## config.mk

```make
export PLATFORM = sky130hd
export DESIGN_NAME = my_ram8
export DESIGN_NICKNAME = d
export VERILOG_FILES = /design/src/rtl/my_ram8.sv
export SDC_FILE = /design/constraint.sdc
export NUM_CORES = 1
export LEC_CHECK = 0
export CAP_MARGIN = 0
export CORE_MARGIN = 5
export CORE_UTILIZATION = 50
export CTS_CLUSTER_SIZE = 14
export DETAILED_ROUTE_END_ITERATION = 7
export GPL_TIMING_DRIVEN = 0
export PLACE_DENSITY = 0.69
export SLEW_MARGIN = 10
export SYNTH_ARGS = -nofsm -noshare
export SYNTH_HDL_FRONTEND = slang
export SYNTH_SLANG_ARGS = --single-unit
```

## constraint.sdc

```tcl
create_clock -name clk -period 4.5 [get_ports clk]
set_input_delay 0.675 -clock clk [delete_from_list [all_inputs] [get_ports clk]]
set_output_delay 0.675 -clock clk [all_outputs]
set_load 0.05 [all_outputs]
```

## src/rtl/my_ram8.sv

```systemverilog
// my_ram8: eight-word by 16-bit register file with address-decoded write
// strobes and a combinational 8:1 read mux.
`default_nettype none

module my_ram8 (
  input  logic        clk,
  input  logic        rst_n,
  output logic [15:0] out,
  input  logic [15:0] in,
  input  logic        load,
  input  logic [2:0]  address
);

  localparam int unsigned DEPTH = 8;
  localparam int unsigned WIDTH = 16;

  logic [WIDTH-1:0] word_q [DEPTH];
  logic [DEPTH-1:0] load_dec;

  // One-hot demux of the write strobe; every other word holds.
  always_comb begin
    load_dec          = '0;
    load_dec[address] = load;
  end

  generate
    for (genvar gi = 0; gi < DEPTH; gi++) begin : g_word
      logic [WIDTH-1:0] word_d;

      always_comb begin
        word_d = word_q[gi];
        if (load_dec[gi]) begin
          word_d = in;
        end
      end

      // Reset wins over a write presented on the same edge.
      always_ff @(posedge clk) begin
        if (!rst_n) begin
          word_q[gi] <= '0;
        end else begin
          word_q[gi] <= word_d;
        end
      end
    end
  endgenerate

  assign out = word_q[address];

endmodule

`default_nettype wire

```

==> key figures, run 1 <==
Status
  – Status: finished, final reports clean

Power and ir drop
  – Worst IR drop on VDD: 0.240 mV
  – PD cells: 437 nW/µm²
  – Total Power: 0.00319 W
  – Leak pwr: ~2.7 nW

Synthesis
  – Yosys cell types: 24
  – Cell Area, Synth: around 6000 µm²
  – Synth Register Bits: 128
  – Register area share after synthesis: about 64%
  – Syn_area_per_cell: 13.7 µm²
  – Synth warn: 0
  – Synth top area cells: edfxtp_1 64%, and2_1 13%, mux2i_1 5.0%
  – Top cell type's share of synthesized area: between 60 and 70%
  – Cell taking the most area after synthesis: edfxtp_1
  – Mapped Nets: between 400 and 500
  – Syn Inst Count: 439

Placed design
  – Detailed placement HPWL: roughly 10000 µm
  – IO Port Bufs: 35
  – Placed cell area: between 6000 and 7000 µm²
  – Global placer's final weighted congestion: between 0.8 and 0.9

Layout
  – Biggest regs: word_q (128)
  – Top reg by flops: word_q
  – # nets final: between 500 and 600
  – Share of layout cells above drive strength 1: approximately 17%
  – Ant. Diodes: 0
  – Post-route cell area: 7280 µm²
  – Area delta synth->final: 21.5%
  – Max reg flops: between 100 and 150

Floorplan
  – Starting density of the core: between 50 and 60%
  – I/O pin total: 38
  – Core area: between 10,000 and 15,000 µm²
  – Die width: between 100 and 150 µm
  – Die extent in y: 120 µm
  – Row cnt: 40
  – Die area: roughly 14,000 µm²

Job
  – Max-Cap Viols: 0

CTS
  – Num CTS Buffers: 17
  – Clock Tree Buf Depth: 2
  – Clock sink total: approximately 130
  – PostCTS Resize Cnt: 0
  – CTS root buf: clkbuf_16
  – Setup bufs post-CTS: 0
  – CTS tree: done
  – Hold_buf cts: 0
  – Clk slew on worst S/H paths: about 0.060 ns
  – CTS H-tree lvls: 4

Critical path
  – Top delay family on crit path: buffers and inverters
  – Critical path fanouts, max: 10
  – Worst Path Buf+Inv: 4
  – Type of origin of the critical path: input pin
  – Slowest stage delay, CP: just under 0.9 ns
  – Crit. End Element: output pin
  – Crit-path slowest cell: clkdlybuf4s50_1
  – Critical Path RT: around 3.8 ns
  – Arrival time of the worst setup path: around 3.2 ns
  – Worst path cell trace: clkdlybuf4s50_1 > buf_6 > nor2_2 > buf_2 > a22oi_1 > o211ai_1 > clkdlybuf4s50_1
  – CP dominant cell by count: clkdlybuf4s50_1
  – Crit Path Class: input pin to output pin

STA
  – Worst slew margin: between 40% and 50%
  – Hold Slack: 0.792 ns
  – Hold Vio Cnt, Final: 0
  – Fmax: ~260 MHz
  – Tmin final: ~3.9 ns
  – Finish-stage setup viols: 0
  – Least-Margin Pin Slew: between 0.8 and 0.9 ns
  – Pins Over Slew Limit: 0
  – Setup TNS: 0 ns
  – RSZ-0062 raised after global routing: no
  – Tcrit/Tclk final: a little under nine tenths

Global routing
  – Vias in the first global route: approximately 4,000
  – Total gr overflow: 0
  – First-pass GRT wire length: 22,600 µm
  – GRT Total Usage: around a fifth
  – Largest net degree at the start of global routing: 17
  – Initial antenna violation count: 0

Min path
  – Worst Hold Class: input pin to flip-flop

Route
  – Via count: approximately 3,800
  – DRC: 0
  – DRT iter0 DRCs: between 300 and 400
  – DRT Wirelength: roughly 14,000 µm
  – Via/cell ratio: a little under 6
  – TritonRoute pass-1 iters: 5
  – DR WL/cell: between 20 and 25 µm
  – Post-route ant nets: 0
routing by layer:
metal / global-route usage (%) / routed length [µm] / up-vias
met4: 8.88 / 417 / 0
met5: 0 / 0 / -
met3: 5.42 / 953 / 36
met1: 28.2 / 6050 / 1903
met2: 33.6 / 6880 / 144
li1: - / - / 1753
logic make-up (layout without fill, tap and decap cells):
group / Yosys count / after routing / share of synthesized area [%]
DFF: 128 / 128 / 64.1
muxes: 32 / 32 / 5.76
buffers and inverters: 45 / 119 / 3.86
and+or+nand+nor: 151 / 151 / 15.8
AOI/OAI and AO/OA: 83 / 83 / 10.5
path summary, 6_finish.rpt:
check / startpoint / end / cells after the start
hold / removal: rst_n / word_q[0][2]$_SDFFCE_PN0P_ / 2
setup / recovery: address[1] / out[5] / 7
layout make-up:
cell class              count  area (µm²)
clock buffers              17         425
flip-flops and latches    128        3840
fillers                   916        4580
clock inverters            15         193
plain buffers              29         171
inverters                  16        60.1
multi-input cells         266        1950
repair buffers             42         455
well taps                 147         184
layout by cell type (no fill, tap or decap), types with 3 or more instances in the layout:
cell type	Yosys	layout
buf_2	16	16
edfxtp_1	128	128
bufinv_16	0	4
nand2b_1	3	3
o21ai_2	0	8
buf_6	3	3
clkdlybuf4s50_1	0	35
mux2i_1	30	30
a211o_1	15	15
clkinvlp_4	0	4
and2_1	129	129
clkinv_1	0	3
nand2_1	6	6
nor2_2	9	9
a21oi_1	13	13
clkbuf_16	0	17
o211ai_1	15	15
o32a_1	15	15
a22oi_1	15	15
inv_1	16	16
clkbuf_2	4	4
buf_8	0	7
buf_4	4	4
cell usage after synthesis:
cell / count
nand2b_1: 3
a22oi_1: 15
or2_2: 1
o21ai_0: 8
edfxtp_1: 128
mux2i_1: 30
buf_2: 16
nor2_2: 9
clkbuf_2: 4
buf_4: 4
a211o_1: 15
a21oi_1: 13
o211ai_1: 15
o32a_1: 15
and2_1: 129
a21boi_0: 2
nand3b_4: 1
nand2b_4: 1
clkbuf_1: 2
buf_6: 3
nand3_1: 1
mux4_2: 2
nand2_1: 6
inv_1: 16
per-stage QoR:
step | cells | setup WS (ns) | util [%]
6_report | 660 | 0.613 | 61.4
3_5_place_dp | 628 | 0.679 | 56.2
2_1_floorplan | 439 | 1.64 | -
3_3_place_gp | 621 | 0.246 | 55.1
4_1_cts | 660 | 0.641 | 61.4
5_1_grt | 660 | 0.535 | 61.4
power by group:
group,total [W],leakage [nW],switching (W),internal (W)
Sequential,0.00141,1.24,0.0000215,0.00139
Combinational,0.000344,1.20,0.000220,0.000124
Clock,0.00143,0.288,0.000506,0.000922
Total,0.00319,2.72,0.000747,0.00244
(Power assumes the default switching activity.)
==> inputs of run 2 (changes only) <==
==> constraint.sdc (replaced) <==
create_clock -name clk -period 4.5 [get_ports clk]
set_input_delay 0.9 -clock clk [delete_from_list [all_inputs] [get_ports clk]]
set_output_delay 0.9 -clock clk [all_outputs]
set_load 0.05 [all_outputs]
==> results of run 2 <==
Same layout as run 1 (identical final DEF). Status: finished, final reports clean.
Among the figures that moved: setup slack after placement 0.679 ns -> 0.229 ns; setup slack after layout 0.613 ns -> 0.163 ns; hold slack 0.792 ns -> 1.02 ns
==> inputs of run 3 (changes only) <==
PLACE_DENSITY = 0.78   (was 0.69)
SETUP_SLACK_MARGIN = 0.2   (was unset)
==> run 3 against run 2 <==
Compared with the run above: via count decreased by 0.47%; sequential power about the same; design area shrank 0.27%; non-clock buffer count decreased by 1; final cell count down 0.15%; wire length increased by 2.7%; global-route usage rose by 0.093 points; critical path depth stayed put.
==> key figures, run 3 (same netlist as run 1, synthesis figures left out) <==
Floorplan
  – Die width: around 120 µm
  – Core area: 11,900 µm²
  – I/O pin total: 38
  – Die extent in y: 120 µm
  – Row cnt: 40
  – Starting density of the core: between 50% and 60%
  – Die area: 14,300 µm²

CTS
  – CTS H-tree lvls: 4
  – Clock sink total: around 130
  – CTS root buf: clkbuf_16
  – CTS tree: done
  – Hold_buf cts: 0
  – Clock Tree Buf Depth: 2
  – Setup bufs post-CTS: 0
  – PostCTS Resize Cnt: 0
  – Num CTS Buffers: 17
  – Clk slew on worst S/H paths: roughly 0.060 ns

Route
  – DR WL/cell: approximately 22 µm
  – Post-route ant nets: 0
  – DRT Wirelength: approximately 15,000 µm
  – DRC: 0
  – TritonRoute pass-1 iters: 5
  – DRT iter0 DRCs: about 370
  – Via/cell ratio: just under 6
  – Via count: between 3,000 and 4,000

STA
  – Pins Over Slew Limit: 0
  – Tcrit/Tclk final: a little over nine tenths
  – Fmax: 236 MHz
  – Tmin final: 4.23 ns
  – RSZ-0062 raised after global routing: no
  – Hold Vio Cnt, Final: 0
  – Worst setup margin: roughly 0.27 ns
  – Worst slew margin: around 37%
  – Finish-stage setup viols: 0
  – Setup TNS: 0 ns
  – Least-Margin Pin Slew: 0.946 ns

Placed design
  – Detailed placement HPWL: between 10,000 and 15,000 µm
  – Global placer's final weighted congestion: between 0.8 and 0.9
  – IO Port Bufs: 35
  – Pre-CTS WS: 0.225 ns

Min path
  – Worst Hold End: word_q[5][3]$_SDFFCE_PN0P_
  – Hold_sp: rst_n
  – Worst Hold Class: input pin to flip-flop
  – Hold path depth: 2

Critical path
  – Type of origin of the critical path: input pin
  – Crit-path slowest cell: clkdlybuf4s50_1
  – Critical Path RT: approximately 3.6 ns
  – Slowest stage delay, CP: about 0.85 ns
  – Crit Path Class: input pin to output pin
  – Arrival time of the worst setup path: about 3.3 ns
  – Crit. End Element: output pin
  – Worst path cell trace: clkdlybuf4s50_1 > buf_2 > buf_2 > a21oi_1 > a211o_1 > o211ai_1 > clkdlybuf4s50_1
  – Critical path fanouts, max: 10

Layout
  – Most frequent cells in the layout: 129 x and2_1, 128 x edfxtp_1, 30 x mux2i_1
  – Biggest regs: word_q (128)
  – Top reg by flops: word_q
  – Most common cell after layout, fill and taps aside: and2_1
  – Share of layout cells above drive strength 1: between 10% and 20%
  – Max reg flops: 128
  – Area delta synth->final: 21.1%
  – Ant. Diodes: 0
  – Multi-input logic area: about 2000 µm²
  – Fill count: 889
  – Reg area: around 3800 µm²
  – # nets final: between 500 and 600

Power and ir drop
  – Internal: roughly 0.0023 W
  – Power share of the sequential group: 45.4%
  – Switching Share: 25.1%
  – Comb power frac: 11.0%
  – NetSw: 0.000781 W
  – Worst IR drop on VDD: roughly 0.24 mV
  – PD cells: between 400 and 500 nW/µm²
  – Clock Power Share: 43.6%
  – Leak pwr: ~2.8 nW

Job
  – Max-Cap Viols: 0

Global routing
  – First-pass GRT wire length: roughly 23,000 µm
  – Largest net degree at the start of global routing: 17
  – Vias in the first global route: ~4,000
  – Initial antenna violation count: 0
  – Total gr overflow: 0
  – GRT Total Usage: a little over a fifth

Status
  – Status: finished, final reports clean
run 3: cell types whose count changed in the layout (fill, tap and decap cells not counted):
cell | before | now
bufinv_16 | 4 | 2
dlymetal6s2s_1 | 0 | 11
clkdlybuf4s50_1 | 35 | 24
clkinv_2 | 1 | 0
clkinv_4 | 2 | 4
buf_8 | 7 | 6
clkinvlp_4 | 4 | 3
clkinv_1 | 3 | 2
inv_6 | 1 | 4
run 3: area by class of cell:
class | count | share of cell area [%]
multi-input cells | 266 | 26.9
inverters | 16 | 0.827
clock inverters | 15 | 2.20
plain buffers | 29 | 2.36
repair buffers | 41 | 6.44
well taps | 147 | 2.53
flip-flops and latches | 128 | 52.9
clock buffers | 17 | 5.86
run 3: routing by layer:
| layer | share of wire (%) | vias to the layer above | GRT usage [%] |
|---|---|---|---|
| met1 | 42 | 1903 | 28.4 |
| li1 | - | 1748 | - |
| met3 | 6.8 | 24 | 5.28 |
| met2 | 49 | 143 | 35.3 |
| met4 | 1.7 | 0 | 5.87 |
| met5 | 0 | - | 0 |
run 3: metrics by stage:
stage	hold slack, ns	instance area (µm²)	power (W)	util [%]	cells
6_report	0.941	7260	0.00311	61.2	659
5_1_grt	0.958	7260	0.00319	61.2	659
4_1_cts	0.934	7240	0.00312	61.0	659
3_5_place_dp	1.36	6650	0.00178	56.1	627
3_3_place_gp	1.57	6530	0.00176	55.1	621
2_1_floorplan	1.10	6000	0.00164	-	439
run 3: power groups by stage:
stage | logic, W | clock network (W) | registers (W)
after floorplan | 0.000204 | 0 | 0.00143
after global placement | 0.000320 | 0 | 0.00144
after detailed placement | 0.000342 | 0 | 0.00144
after CTS | 0.000345 | 0.00136 | 0.00141
after global routing | 0.000364 | 0.00141 | 0.00142
final | 0.000343 | 0.00136 | 0.00141
run 3: how the worst max path moves through the flow:
stage	startpoint	endpoint	slack, ns	depth (start not counted)
2_1_floorplan	address[2]	out[0]	1.23	6
3_3_place_gp	address[0]	word_q[7][9]$_SDFFCE_PN0P_	0.13	4
3_5_place_dp	address[0]	out[10]	0.22	7
4_1_cts	address[0]	out[10]	0.20	7
5_1_grt	address[0]	out[13]	0.19	7
6_report	address[0]	out[1]	0.27	7
run 3: critical path: cells and delay by family:
family / cells / cell delay (ns)
buffers and inverters: 4 / 1.94
AO/OA/AOI/OAI: 3 / 0.49
